`src/rtl/serial_cmp_resolver.sv`:
```
// Resolves the magnitude relation of two DIGITS*2-bit words from per-digit one-hot
// comparator flags (MSD first), holds the result and counts completed words.
module serial_cmp_resolver #(
    parameter int unsigned DIGITS = 4,
    parameter int unsigned CNT_W  = 8
) (
    input  logic             clk,
    input  logic             rst,
    input  logic             start,
    input  logic             in_valid,
    input  logic             F1,
    input  logic             F2,
    input  logic             F3,
    output logic             in_ready,
    output logic             busy,
    output logic             done,
    output logic             GT,
    output logic             EQ,
    output logic             LT,
    output logic             err,
    output logic [CNT_W-1:0] word_cnt
);

    localparam int unsigned DCW = (DIGITS > 1) ? $clog2(DIGITS) : 1;

    typedef enum logic [1:0] {
        S_IDLE,
        S_RUN,
        S_DONE
    } state_t;

    state_t           state_q;
    logic [DCW-1:0]   dcnt_q;
    logic             decided_q, pend_gt_q;
    logic             ready_q, busy_q, done_q;
    logic             gt_q, eq_q, lt_q, err_q;
    logic [CNT_W-1:0] word_cnt_q;

    logic             onehot;
    logic             last_digit;
    logic             decided_d, pend_gt_d;
    logic [CNT_W-1:0] word_cnt_d;

    always_comb begin
        onehot = 1'b0;
        unique case ({F1, F2, F3})
            3'b100, 3'b010, 3'b001: onehot = 1'b1;
            default:                onehot = 1'b0;
        endcase
        last_digit = (dcnt_q == DCW'(DIGITS - 1));
        // The first non-equal digit (MSD first) fixes the word relation.
        decided_d  = decided_q | F1 | F3;
        pend_gt_d  = decided_q ? pend_gt_q : F1;
        word_cnt_d = (word_cnt_q == '1) ? word_cnt_q : word_cnt_q + CNT_W'(1);
    end

    always_ff @(posedge clk or posedge rst) begin
        if (rst) begin
            state_q    <= S_IDLE;
            dcnt_q     <= '0;
            decided_q  <= 1'b0;
            pend_gt_q  <= 1'b0;
            ready_q    <= 1'b0;
            busy_q     <= 1'b0;
            done_q     <= 1'b0;
            gt_q       <= 1'b0;
            eq_q       <= 1'b0;
            lt_q       <= 1'b0;
            err_q      <= 1'b0;
            word_cnt_q <= '0;
        end else begin
            done_q <= 1'b0;
            unique case (state_q)
                S_IDLE: begin
                    if (start) begin
                        state_q   <= S_RUN;
                        ready_q   <= 1'b1;
                        busy_q    <= 1'b1;
                        dcnt_q    <= '0;
                        decided_q <= 1'b0;
                        pend_gt_q <= 1'b0;
                        gt_q      <= 1'b0;
                        eq_q      <= 1'b0;
                        lt_q      <= 1'b0;
                        err_q     <= 1'b0;
                    end
                end
                S_RUN: begin
                    if (start) begin
                        dcnt_q    <= '0;
                        decided_q <= 1'b0;
                        pend_gt_q <= 1'b0;
                    end else if (in_valid) begin
                        dcnt_q    <= dcnt_q + DCW'(1);
                        decided_q <= decided_d;
                        pend_gt_q <= pend_gt_d;
                        if (!onehot || last_digit) begin
                            state_q    <= S_DONE;
                            ready_q    <= 1'b0;
                            busy_q     <= 1'b0;
                            done_q     <= 1'b1;
                            word_cnt_q <= word_cnt_d;
                            err_q      <= ~onehot;
                            gt_q       <= onehot & decided_d & pend_gt_d;
                            lt_q       <= onehot & decided_d & ~pend_gt_d;
                            eq_q       <= onehot & ~decided_d;
                        end
                    end
                end
                S_DONE: begin
                    state_q <= S_IDLE;
                end
                default: begin
                    state_q <= S_IDLE;
                    ready_q <= 1'b0;
                    busy_q  <= 1'b0;
                end
            endcase
        end
    end

    assign in_ready = ready_q;
    assign busy     = busy_q;
    assign done     = done_q;
    assign GT       = gt_q;
    assign EQ       = eq_q;
    assign LT       = lt_q;
    assign err      = err_q;
    assign word_cnt = word_cnt_q;

endmodule

```
`config.mk`:
```
export PLATFORM = sky130hd
export DESIGN_NAME = serial_cmp_resolver
export DESIGN_NICKNAME = d
export VERILOG_FILES = /design/src/rtl/serial_cmp_resolver.sv
export SDC_FILE = /design/constraint.sdc
export NUM_CORES = 1
export LEC_CHECK = 0
export ABC_AREA = 1
export CAP_MARGIN = 40
export CORE_ASPECT_RATIO = 1.2
export CORE_MARGIN = 2
export CORE_UTILIZATION = 54
export DETAILED_ROUTE_END_ITERATION = 8
export GPL_TIMING_DRIVEN = 0
export PLACE_DENSITY = 0.86
export SETUP_SLACK_MARGIN = 0.02
export SKIP_LAST_GASP = 1
export SLEW_MARGIN = 40
export SYNTH_ARGS = -nofsm -noshare
export SYNTH_HDL_FRONTEND = slang
export SYNTH_SLANG_ARGS = --single-unit
```
`constraint.sdc`:
```
create_clock -name clk -period 4.2 [get_ports clk]
set_clock_uncertainty 0.05 [all_clocks]
set_input_delay 1.05 -clock clk [delete_from_list [all_inputs] [get_ports clk]]
set_output_delay 1.05 -clock clk [all_outputs]
set_load 0.02 [all_outputs]
```
After elaboration in Yosys (flattened, before gate mapping)
Index checks and enable logic that the tools add are counted.
W data, S select, Z words.
{"block": "op_classes", "bitwise_logic": 12, "n_reduce_logical": 10, "n_eq_ne": 12, "add_sub_neg": 2, "n_mux": 43}
{"operator": "$mux W1", "count": 27}
{"operator": "$reduce_and A5 Y1", "count": 3}
{"operator": "$mux W2", "count": 7}
{"operator": "$pmux W1 S2", "count": 6}
{"operator": "$add A8 B1 Y8 const B", "count": 1}
{"operator": "$eq A8 B8 Y1 const B", "count": 1}
{"operator": "$ne A2 B2 Y1 const B", "count": 4}
{"operator": "$pmux W2 S2", "count": 2}
{"operator": "$not A1 Y1", "count": 6}
{"operator": "$and A1 B1 Y1", "count": 4}
{"operator": "$eq A2 B2 Y1 const B", "count": 2}
{"operator": "$reduce_and A4 Y1", "count": 1}
{"operator": "$eq A3 B1 Y1 const B", "count": 1}
{"operator": "$eq A3 B2 Y1 const B", "count": 1}
{"operator": "$eq A3 B3 Y1 const B", "count": 1}
{"operator": "$ne A3 B3 Y1 const B", "count": 1}
{"operator": "$pmux W1 S3", "count": 1}
{"operator": "$reduce_and A3 Y1", "count": 1}
{"operator": "$reduce_or A3 Y1", "count": 1}
{"operator": "$add A2 B1 Y2 const B", "count": 1}
{"operator": "$eq A2 B1 Y1 const B", "count": 1}
{"operator": "$logic_not A2 Y1", "count": 1}
{"operator": "$or A1 B1 Y1", "count": 2}
{"operator": "$reduce_bool A2 Y1", "count": 1}
{"operator": "2 further kinds", "count": 2}
{"block": "word_totals", "word_cells": 90, "regBits": 20, "out_inout_bits": 15, "inputBits": 7}

Logic depth before layout (Yosys ltp)
{"block": "logic_depth", "ltp_word": 9, "mapped_depth": 9}

Least setup slack after synthesis
Ideal clock, no wire load.
{"block": "synth_path", "path_kind": "input -> register", "start": "input port F2", "end": "register word_cnt_q[6] (netlist: word_cnt[6])", "path_buffers": 0, "arrival_ps": 1729, "setup_slack_ps": 2303, "path_stages": 8, "path_cell_list": "inv_1 > nand2_1 > nand3_1 > nand2_1 > nand2_2 > nand3_2 > nand2_1 > nand2_1"}
{"block": "synth_between", "elab_chain_len": 6, "elab_cells_between_ends": 8}
{"element": "start: declaration", "line": "12", "rtl": "input logic F2,"}
{"element": "$eq A3 B3 Y1 (tied with other cells)", "line": "46", "rtl": "unique case ({F1, F2, F3})"}
{"element": "$reduce_or A3 Y1 (*)", "line": "46"}
{"element": "$mux W1 (*)", "line": "46"}
{"element": "$logic_not A1 Y1 (*)", "line": "97", "rtl": "if (!onehot || last_digit) begin"}
{"element": "$logic_or A1 B1 Y1 (*)", "line": "97"}
{"element": "$reduce_and A5 Y1 (no source line) (*)"}
{"element": "end signal: assignment", "line": "102", "rtl": "word_cnt_q <= word_cnt_d;"}
{"element": "end: declaration", "line": "37", "rtl": "logic [CNT_W-1:0] word_cnt_q;"}
Mark *: on every way between the ends. The rest lies on a longest branch, timed or not.
A chain may end at the register's enable or synchronous reset.

Worst setup path in the final report
{"block": "layout_path", "start": "register word_cnt_q[4] (netlist: word_cnt[4])", "end": "output port word_cnt[4]"}
{"element": "end: declaration", "line": "21", "rtl": "output logic [CNT_W-1:0] word_cnt"}
No word-level cell between the ends.

==> impl_summary.md <==
Detailed routing
The total via count after detailed routing is 1081. The average routed wire per standard cell is 11.8 um. The post-detailed-routing wire length is 2490 um.

In this run, the number of DRC markers left after iteration 0 of detailed routing was 14. The total DRC errors in the routed layout is 0. The number of detailed-routing iterations run before antenna repair is 4.

The via density per instance is 5.12. In this run the remaining antenna-violating nets after routing total 0.

Logic synthesis
The total nets after synthesis is 165. In the synthesized netlist the async set-or-reset flop fraction comes to 100%. In the post-synthesis netlist, the biggest area contributors are sky130_fd_sc_hd__dfrtp_1 (43%), sky130_fd_sc_hd__nand2_1 (17%), sky130_fd_sc_hd__inv_1 (6.8%). After synthesis, the mean cell area works out to 7.45 um2. The count of mapped cells out of synthesis is 156. By count the netlist is led by sky130_fd_sc_hd__nand2_1 (52), sky130_fd_sc_hd__inv_1 (21), sky130_fd_sc_hd__dfrtp_1 (20), sky130_fd_sc_hd__nor2_1 (13), sky130_fd_sc_hd__nand3_1 (12). Of the synthesized area, sequential elements account for 43.1%. The number of flip-flops and latches in the synthesized netlist is 20. Counting flops with a built-in enable in the synthesized netlist gives 0. The share of the synthesized area in the top cell type is 43.1%. The most used flip-flop cell after synthesis is sky130_fd_sc_hd__dfrtp_1. The synthesized netlist contains 21 unique library cells. The cell area that synthesis handed to floorplanning was 0.00116 mm2. The library cell with the largest summed area after synthesis is sky130_fd_sc_hd__dfrtp_1. The most common cell in the synthesized netlist is sky130_fd_sc_hd__nand2_1. For this run, the number of Yosys warnings is 0.

Finish
The total inserted antenna cells is 0. The number of inserted filler cells in the final layout is 167. Across the whole layout, storage elements account for 500 um2. Summing all multi-input logic gate instances after layout gives 561 um2. The share of layout cells above drive strength 1 is 11.0%. The number of nets in the layout is 191. After routing the design area is 0.00146 mm2. Leaving out filler cells and counting taps, the final layout contains 211. The relative area change from synthesis to final layout is 25.8%.

STA
Once routing completed, OpenROAD measured the worst setup slack at 1.68 ns. The number of pins with negative max-slew slack in the final report came to 0. The setup violation total in the final timing report is 0. In this run the tightest slew margin relative to its limit is 71.8%. Setup repair after global routing left no endpoint under its margin.

The setup TNS is 0 ns. The achievable clock frequency is 398 MHz. The period utilization is 59.9%. For the finished layout, the period the worst path requires is 2.52 ns.

The final-report hold violation count is 0. The slew at the pin closest to its max-slew limit is 0.423 ns.

Power
The power per cell area is 566 mW/mm2. The maximum resistive drop on vdd is 0.000513 V. The register share of total power is 35.8%. The power after layout is 829 uW. The internal power of the cells totals 498 uW. The clock network fraction of design power is 19.4%. Summed over all cells, the static leakage comes to 0.730 nW.

The switching share of power is 40.0%. The portion of total power attributed to combinational logic is 44.7%. The switching power of the nets is 331 uW.

Worst setup path
The most critical setup path has its startpoint at word_cnt[4]$_DFFE_PP0P_. For this design, the slowest cell found on the critical path is sky130_fd_sc_hd__clkdlybuf4s50_1. The worst register-to-register path begins at word_cnt[0]$_DFFE_PP0P_. The buffering stage count on the worst path with inverters included is 1. Along the worst path, the maximum fanout reaches 7. Among cell families on the critical path, the largest total delay comes from buffers and inverters. Traced cell by cell, the critical path runs through clkdlybuf4s50_1. STA classifies the critical path endpoint as an output port. The depth of the worst register-to-register path is 9. In this run the number of cells on the critical path is 1.

The worst setup path is of the reg2out kind. STA puts the critical path data arrival time at 1.42 ns. The highest cell delay on the worst timing path is 0.64 ns. STA puts the critical path data required time at 3.10 ns. The kind of launch point of the worst setup path is a flop.

Placement
In this run the tool buffered the top-level ports with 21 buffer cells. Detailed placement finished with a half-perimeter wire length of 1900 um. The total instance count after detailed placement is 207.

At the placement stage, the worst setup path has a slack of 1.65 ns. The total cell area at the placement stage is 0.00141 mm2. The congestion estimate from routability-driven global placement came to 0.826.

Hold path
Along the worst hold path, the cell count comes to 2. The worst hold path belongs to the class reg2reg. The startpoint of the tightest hold check path is GT$_DFFE_PP0P_.

Floorplan
The placeable core region is 0.00205 mm2. Measured along the y axis, the die boundary spans 54.8 um. The die outline width is 46.4 um. In this run the core area contains 18 standard-cell rows.

The top-level I/O count is 22. Once the floorplan was initialized, standard cells occupied 56.7% of the core. The area of the die is 0.00254 mm2.

Global route
Entering global routing, the biggest net connects 21 pins. After global routing the overflow that remains totals 0. In the global route stage, overall resource usage came out at 23.5%. The number of global-route vias before repair was 1036.

The first global-routing pass estimated 4210 um of wire. The number of antenna violations at the first check in global routing is 0.

Clock tree
CTS built an H-tree with a depth of 1. The clock insertion delay at the later pin of the skew report is 0.31 ns. Counting along the longest clock path gives a buffer depth of 2. The number of sinks on the clock net is 20.

Hold repair after CTS inserted 0 buffers. The clock tree from TritonCTS is yes. The cell chosen for the clock root is sky130_fd_sc_hd__clkbuf_4.

Gates resized during post-CTS repair numbered 0. The number of buffers created by CTS is 3. The clock input transition at the sequential cells of the worst setup and hold paths is 0.12 ns. The post-CTS setup buffer count is 0.

Run status
The flow ran to the end, and the final reports show no timing, DRC or antenna violations.

Run
The number of max-cap violations is 0.
-- worst paths after layout --
kind / endpoint / slack [ns]
max in group asynchronous: LT$_DFFE_PP0P_ / 2.82
min: GT$_DFFE_PP0P_ / 0.45
max reg2reg: word_cnt[5]$_DFFE_PP0P_ / 2.61
min reg2reg: GT$_DFFE_PP0P_ / 0.45
max: word_cnt[4] / 1.68
min in group asynchronous: state_q[0]$_DFFE_PP0P_ / 0.98
-- state kept, by name (all words and copies together), names as in the netlist --
name       flops
state_q        2
done           1
GT             1
pend_gt_q      1
EQ             1
LT             1
word_cnt       8
err            1
dcnt_q         2
busy           1
decided_q      1
-- metal layers --
metal / part of all wire (%) / track usage, % / vias to the layer above
met5: 0 / 0 / -
li1: - / - / 545
met3: 3.0 / 4.62 / 5
met2: 54 / 42.1 / 26
met4: 1.8 / 11.0 / 0
met1: 41 / 26.1 / 505
-- power by group through the flow --
stage / clock network (mW) / logic, mW / registers, mW
after floorplan: 0 / 0.200 / 0.335
after detailed placement: 0 / 0.369 / 0.300
after CTS: 0.162 / 0.371 / 0.296
final: 0.161 / 0.371 / 0.297
after global routing: 0.168 / 0.413 / 0.305
after global placement: 0 / 0.358 / 0.296
-- kinds of logic (layout without fill, tap and decap cells) --
group	count (synthesis)	in the layout	share of synthesized area, %
fa+ha+maj	2	2	2.15
compound gates	10	10	5.17
flops	20	20	43.1
xor+xnor	2	2	1.51
simple gates	98	98	39.4
buf+inv	24	49	8.72
-- cell usage in the layout (no fill, tap or decap), types with 2 or more instances in the layout --
cell type,count
sky130_fd_sc_hd__clkdlybuf4s50_1,21
sky130_fd_sc_hd__o21ai_2,2
sky130_fd_sc_hd__nand4_1,8
sky130_fd_sc_hd__inv_2,2
sky130_fd_sc_hd__ha_1,2
sky130_fd_sc_hd__o21ai_0,7
sky130_fd_sc_hd__inv_1,20
sky130_fd_sc_hd__nor2_1,13
sky130_fd_sc_hd__nand2_1,52
sky130_fd_sc_hd__nand3_2,2
sky130_fd_sc_hd__nand2_2,4
sky130_fd_sc_hd__dfrtp_1,20
sky130_fd_sc_hd__xor2_1,2
sky130_fd_sc_hd__nor2_4,3
sky130_fd_sc_hd__clkbuf_4,3
sky130_fd_sc_hd__nand3_1,12
-- area by class of cell --
type / instances / area share (%)
tap: 30 / 2.57
clock inverter: 1 / 2.05
clock buffer: 3 / 1.54
timing repair buffer: 21 / 14.4
sequential: 20 / 34.2
buffer: 2 / 1.28
inverter: 22 / 5.65
multi-input combinational: 112 / 38.3
-- metrics by stage --
stage / hold slack [ns] / util (%)
2_1_floorplan: 0.460 / -
3_3_place_gp: 0.417 / 68.8
3_5_place_dp: 0.418 / 68.8
4_1_cts: 0.459 / 71.4
5_1_grt: 0.491 / 71.4
6_report: 0.454 / 71.4
No activity file was read; power rests on OpenSTA's default activity.
